<file path="config.mk">
export PLATFORM = sky130hd
export DESIGN_NAME = instr_encoder
export DESIGN_NICKNAME = d
export VERILOG_FILES = /design/src/rtl/instr_encoder.sv
export SDC_FILE = /design/constraint.sdc
export NUM_CORES = 1
export LEC_CHECK = 0
export ABC_AREA = 1
export CAP_MARGIN = 40
export CORE_MARGIN = 2
export CORE_UTILIZATION = 60
export DETAILED_ROUTE_END_ITERATION = 8
export DONT_BUFFER_PORTS = 1
export PLACE_DENSITY = 0.78
export SLEW_MARGIN = 25
export SYNTH_ARGS = -nofsm -noshare
export SYNTH_HDL_FRONTEND = slang
export SYNTH_SLANG_ARGS = --single-unit
</file>
<file path="constraint.sdc">
create_clock -name clk -period 2.4 [get_ports clk]
set_clock_uncertainty 0.2 [all_clocks]
set_input_delay 0.24 -clock clk [delete_from_list [all_inputs] [get_ports clk]]
set_output_delay 0.24 -clock clk [all_outputs]
set_load 0.05 [all_outputs]
</file>
<file path="src/rtl/instr_encoder.sv">
// Instruction encoder: packs R/I/J-type fields into 32-bit words and streams
// them into instruction memory, one word every two cycles, until finish or full.
module instr_encoder #(
  parameter int ADDR_W = 8
) (
  input  logic              clk,
  input  logic              rst_n,
  input  logic              in_valid,
  output logic              in_ready,
  input  logic [5:0]        opcode,
  input  logic [4:0]        rd,
  input  logic [4:0]        rs,
  input  logic [4:0]        rt,
  input  logic [15:0]       imm,
  input  logic [25:0]       target,
  input  logic              finish,
  output logic              imem_we,
  output logic [ADDR_W-1:0] imem_addr,
  output logic [31:0]       imem_wdata,
  output logic [ADDR_W:0]   instr_count,
  output logic              full,
  output logic              done,
  output logic              err_illegal,
  output logic [5:0]        bad_opcode,
  output logic [1:0]        state_dbg
);

  localparam logic [1:0] S_IDLE  = 2'd0;
  localparam logic [1:0] S_WRITE = 2'd1;
  localparam logic [1:0] S_DONE  = 2'd2;

  localparam logic [ADDR_W:0] FULL_COUNT = {1'b1, {ADDR_W{1'b0}}};

  // Handshake: a request transfers on any rising edge where in_valid and
  // in_ready are both high; in_ready does not depend on in_valid.

  logic [1:0]  state;
  logic        legal;
  logic [31:0] enc_word;
  logic        accept;

  always_comb begin
    legal    = 1'b0;
    enc_word = 32'h0;
    case (opcode)
      6'b000000, 6'b000001, 6'b000010, 6'b000100, 6'b000101, 6'b000110,
      6'b001000, 6'b001001, 6'b001010, 6'b001011, 6'b010000, 6'b010001,
      6'b010010: begin
        legal    = 1'b1;
        enc_word = {opcode, rd, rs, rt, 11'b0};
      end
      6'b001101, 6'b001110, 6'b001111, 6'b100011, 6'b011111, 6'b101101,
      6'b101110, 6'b100101, 6'b100110, 6'b101000, 6'b101100, 6'b101111: begin
        legal    = 1'b1;
        enc_word = {opcode, rd, rs, imm};
      end
      6'b110000: begin
        legal    = 1'b1;
        enc_word = {opcode, target};
      end
      default: begin
        legal    = 1'b0;
        enc_word = 32'h0;
      end
    endcase
  end

  assign full      = (instr_count == FULL_COUNT);
  assign done      = (state == S_DONE);
  assign imem_we   = (state == S_WRITE);
  assign in_ready  = (state == S_IDLE) && !full && !done;
  assign accept    = in_valid && in_ready;
  assign state_dbg = state;

  always_ff @(posedge clk) begin
    if (!rst_n) begin
      state       <= S_IDLE;
      imem_addr   <= '0;
      imem_wdata  <= 32'h0;
      instr_count <= '0;
      err_illegal <= 1'b0;
      bad_opcode  <= 6'h0;
    end else begin
      case (state)
        S_IDLE: begin
          // An accepted request outranks finish; when full, in_ready is low so
          // finish is still taken.
          if (accept) begin
            if (legal) begin
              state      <= S_WRITE;
              imem_addr  <= instr_count[ADDR_W-1:0];
              imem_wdata <= enc_word;
            end else begin
              err_illegal <= 1'b1;
              bad_opcode  <= opcode;
            end
          end else if (finish) begin
            state <= S_DONE;
          end
        end
        S_WRITE: begin
          instr_count <= instr_count + 1'b1;
          state       <= S_IDLE;
        end
        S_DONE: state <= S_DONE;
        default: state <= S_IDLE;
      endcase
    end
  end

endmodule

</file>
=== Word-level counts from Yosys, hierarchy flattened ===
Index checks and enable logic that the tools add are counted.

* Add/sub/neg operators: 1
* Eq/ne operators: 30
* Multiplexer cells: 6
* Bitwise gates (word level): 1
* Reduce and logical (&&, ||, !) cells: 13

{| class="wikitable"
|+ Operators by type and width
! cell !! number
|-
| $pmux W32 S3 || 1
|-
| $eq A6 B6 Y1 const B || 9
|-
| $eq A6 B4 Y1 const B || 7
|-
| $reduce_or A26 Y1 || 1
|-
| $eq A6 B5 Y1 const B || 4
|-
| $eq A6 B3 Y1 const B || 3
|-
| $reduce_or A13 Y1 || 1
|-
| $reduce_or A12 Y1 || 1
|-
| $add A9 B1 Y9 const B || 1
|-
| $eq A9 B9 Y1 const B || 1
|-
| $eq A6 B1 Y1 const B || 1
|-
| $eq A6 B2 Y1 const B || 1
|-
| $logic_not A6 Y1 || 1
|-
| $mux W2 || 3
|-
| $ne A3 B3 Y1 const B || 2
|-
| $reduce_and A3 Y1 || 2
|-
| $pmux W2 S2 || 1
|-
| $logic_and A1 B1 Y1 || 3
|-
| $eq A2 B1 Y1 const B || 1
|-
| $eq A2 B2 Y1 const B || 1
|-
| $logic_not A1 Y1 || 2
|-
| $logic_not A2 Y1 || 1
|-
| $reduce_and A2 Y1 || 1
|-
| $mux W1 || 1
|-
| $not A1 Y1 || 1
|}

* Flip-flop bits (word level): 58
* Input bits: 67
* Word-level logic and storage cells: 57

=== Longest topological paths before layout ===
* Word-level depth: 7
* Depth in mapped cells: 13
* Mapped depth without buffers: 11

=== Least setup slack after synthesis ===
OpenSTA, ideal clock, no wires.

* Path type: register -> register
* Start point: register state[0] (netlist: state_dbg[0])
* End point: register instr_count[7]
* Setup time: 120 ps
* Arrival time: 2225 ps
* Path slack: -145 ps
* Cell stages (with the launch flop): 10
* Clock period less this slack: 2545 ps
* Cell sequence: dfxtp_1 > inv_1 > nor2_2 > nand2_1 > nor3_1 > nand2_1 > nor2_1 > nand3_1 > o21ai_0 > a21oi_1

* Word-level cells in the longest chain between the ends: 1

{| class="wikitable"
|+ Ends and longest elaborated chain
! element !! line !! source
|-
| start, declared || 37 || <nowiki>logic [1:0] state;</nowiki>
|-
| start signal, assigned || 77 || <nowiki>state <= S_IDLE;</nowiki>
|-
| start signal, assigned || 90 || <nowiki>state <= S_WRITE;</nowiki>
|-
| start signal, assigned || 98 || <nowiki>state <= S_DONE;</nowiki>
|-
| $eq A2 B1 Y1 || -- ||
|-
| named net imem_we || 17 || <nowiki>output logic imem_we,</nowiki>
|-
| end signal, assigned || 102 || <nowiki>instr_count <= instr_count + 1'b1;</nowiki>
|-
| end, declared || 20 || <nowiki>output logic [ADDR_W:0] instr_count,</nowiki>
|}

The timed path passes the listed nets, and every way through them passes these cells.
A chain may end at the register's enable or synchronous reset.

=== Worst setup path in the final report ===
* Start point: register instr_count[1]
* End point: register imem_wdata[10]

* Word-level cells in the longest chain between the ends: 6

{| class="wikitable"
|+ Ends and longest elaborated chain
! element !! line !! source
|-
| $eq A9 B9 Y1 || 68 || <nowiki>assign full = (instr_count == FULL_COUNT);</nowiki>
|-
| $logic_not A1 Y1 || 71 || <nowiki>assign in_ready = (state == S_IDLE) && !full && !done;</nowiki>
|-
| $logic_and A1 B1 Y1 (2 in a row) || 71 ||
|-
| $logic_and A1 B1 Y1 || 72 || <nowiki>assign accept = in_valid && in_ready;</nowiki>
|-
| $reduce_and A3 Y1 (no line) || -- ||
|-
| end signal, assigned || 92 || <nowiki>imem_wdata <= enc_word;</nowiki>
|-
| end, declared || 19 || <nowiki>output logic [31:0] imem_wdata,</nowiki>
|}

No other way between the ends.

==> impl_metrics.py <==
metrics = {
    "floorplanning": {
        "rows": 25,
        "initial_core_util_pct": 62.6,
        "die_x_um": 74.7,
        "die_area_um2": 5580,
        "die_h_um": 74.7,
        "core_um2": 4790,
        "ios": 129,
    },
    "synthesis": {
        "synthCells": 474,
        "syn_nets": 543,
        "synth_largest_area_cell": "dfxtp_1",
        "synth_cell_type_count": 31,
        "ys_ff_latch": 58,
        "netlist_area_um2": 3000,
        "yosysTopAreaCellShare_pct": 38.7,
        "yosysWarnings": 0,
        "synth_area_per_cell_um2": 6.32,
        "synthTopCellsByArea": "dfxtp_1, nand2_1, nor2_1",
        "ys_seq_area_share_pct": 38.7,
    },
    "global_route": {
        "overflow": 0,
        "grt_pass1_wl_um": 14000,
        "grt_max_degree": 51,
        "grt_use_total_pct": 33.3,
        "grt_pass1_vias": 3160,
        "antenna_found_initial": 0,
    },
    "detailed_routing": {
        "dr.pass1.iters": 4,
        "antenna_left": 0,
        "routedWlPerCell_um": 14.8,
        "vias_per_cell": 5.28,
        "routed_wl_um": 8990,
        "drt_iter0_drc": 227,
        "dr_total_vias": 3214,
        "post-route-drc-count": 0,
    },
    "clock_tree": {
        "htree_levels": 3,
        "cts_tree": "built",
        "clockBufferDepth": 2,
        "clk_pin_slew_ps": 70,
        "insertion_delay_ps": 330,
        "root_buffer": "clkbuf_8",
        "cts.sinks": 58,
        "cts_made_buffers": 9,
    },
    "sta": {
        "tightest_slew_ps": 551,
        "hold_viol": 0,
        "clock.fmax_mhz": 437,
        "drv_slew": 0,
        "period_share_pct": 95.4,
        "grt_setup_unrepaired": "yes",
        "hold_slack_ps": 31.7,
        "timing.final.ws_setup_ps": 111,
        "setup_viol_count_final": 0,
        "relSlewSlack_pct": 63.2,
        "final.min_clock_period_ps": 2290,
    },
    "worst_setup_path": {
        "path_cells": "inv_1 > ha_1 > nand4_1 > o21ai_0 > nor2_2 > nand2_8 > inv_6 > nor2_1 > nor2_1",
        "cp_slowest_cell": "dfxtp_1",
        "path_common_cell": "nor2_1",
        "cp_num_buf_inv": 2,
        "critPathCaptureType": "register",
        "crit_family": "simple AND/OR/NAND/NOR gates",
        "start_kind": "register",
        "critPathMaxStageDelay_ps": 340,
        "arrival_ps": 2320,
        "crit_type": "reg -> reg",
        "path_max_fanout": 44,
        "worstPathRequired_ps": 2430,
    },
    "placement": {
        "place_ws_ps": 209,
        "detailed_place_hpwl_um": 4890,
        "place.gp.congestion": 0.952,
        "port-buffer-count": 0,
    },
    "finish": {
        "nNetsFinal": 605,
        "layout_common_cells": "nand2_1, nor2_1, dfxtp_1",
        "area_growth_pct": 28.7,
        "fill_cells": 363,
        "drive_above_1_share_pct": 9.80,
        "final_common_cell": "nand2_1",
    },
    "power_and_ir_drop": {
        "p_per_area_nw_per_um2": 703,
        "total_power_mw": 2.71,
        "peakVddDrop_mv": 0.447,
        "leakage_nw": 1.86,
    },
    "run_status": {
        "status": "finished clean",
    },
    "job": {
        "cap_violations": 0,
    },
    "hold_path": {
        "worst_hold_path_type": "in -> reg",
    },
}
==> worst reg2reg max path: stages (launching register included) <==
cell and delay [ps]:
dfxtp_1 340, inv_1 60, ha_1 180, nand4_1 120, o21ai_0 170, nor2_2 310
nand2_8 240, inv_6 240, nor2_1 60, nor2_1 270
==> cell families after synthesis <==
logic type / Yosys count / share of synthesized area [%]
fa+ha+maj: 2 / 0.835
buf+inv: 80 / 12.1
compound gates: 44 / 7.72
simple gates: 288 / 40.1
xor+xnor: 2 / 0.584
flops: 58 / 38.7
==> per-layer routing <==
layer | GRT usage, % | vias up | part of all wire [%]
li1 | - | 1577 | -
met1 | 36.3 | 1444 | 36
met2 | 58.0 | 149 | 51
met3 | 9.24 | 44 | 7.5
met4 | 19.0 | 0 | 4.6
met5 | 0 | - | 0
==> metrics by stage <==
step | util (%) | TNS [ps] | instance area (um2) | instances
2_1_floorplan | - | 0 | 3000 | 474
3_3_place_gp | 64.3 | 0 | 3080 | 537
3_5_place_dp | 64.3 | 0 | 3080 | 537
4_1_cts | 80.1 | 0 | 3830 | 608
5_1_grt | 80.5 | -49.0 | 3850 | 608
6_report | 80.6 | 0 | 3860 | 609
==> what timing repair did <==
action,4_1_cts,5_1_grt
endpoints found under the setup margin,0,10
hold buffers,55,0
endpoints found under the hold margin,58,0
gates resized for setup,0,3
buffers inserted,0,0
==> synth_stat cells <==
| cell | number |
|---|---|
| nand2_1 | 134 |
| nor2_1 | 103 |
| dfxtp_1 | 58 |
| inv_1 | 53 |
| nand3_1 | 29 |
| o21ai_0 | 18 |
| o21ai_1 | 13 |
| a21oi_1 | 10 |
| buf_2 | 8 |
| buf_6 | 6 |
| clkbuf_1 | 6 |
| inv_2 | 4 |
| nor2_2 | 4 |
| nor3_1 | 4 |
| nand2_2 | 3 |
| a21oi_2 | 2 |
| ha_1 | 2 |
| nand3_2 | 2 |
| nand4_1 | 2 |
| nor2_4 | 2 |
| buf_4 | 1 |
| clkinv_1 | 1 |
| inv_4 | 1 |
| nand2_4 | 1 |
| nand4_2 | 1 |
| nor3_2 | 1 |
| nor3b_1 | 1 |
| nor4_1 | 1 |
| o21ai_2 | 1 |
| xnor2_1 | 1 |
| xor2_1 | 1 |
==> state kept, by name, summed over array words and instances (netlist names) <==
name / count
instr_count: 9
bad_opcode: 6
imem_wdata: 32
imem_addr: 8
state_dbg: 2
err_illegal: 1
==> final cells by class <==
type / instances / area [um2] / area share [%]
Antenna cell: 1 / 2.50 / 0.0649
Sequential cell: 58 / 1160 / 30.1
Multi-Input combinational cell: 336 / 1500 / 38.8
Timing Repair Buffer: 72 / 688 / 17.8
Clock buffer: 14 / 163 / 4.22
Tap cell: 67 / 83.8 / 2.17
Inverter: 59 / 226 / 5.87
Clock inverter: 2 / 35.0 / 0.908
==> path summary, 6_finish.rpt <==
check	from	endpoint	slack, ps	cells past startpoint
worst max register to register	instr_count[1]	imem_wdata[10]	110	9
worst min-delay path	target[14]	imem_wdata[14]	30	6
worst max-delay path	instr_count[1]	imem_wdata[10]	110	9
worst min register to register	instr_count[2]	instr_count[2]	310	2
==> report_power, final <==
group	internal [mW]	total, mW	switching (mW)
logic	0.180	0.461	0.282
registers	1.04	1.33	0.292
clock network	0.536	0.920	0.384
total	1.75	2.71	0.958
Power figures use the tool's default switching activity.
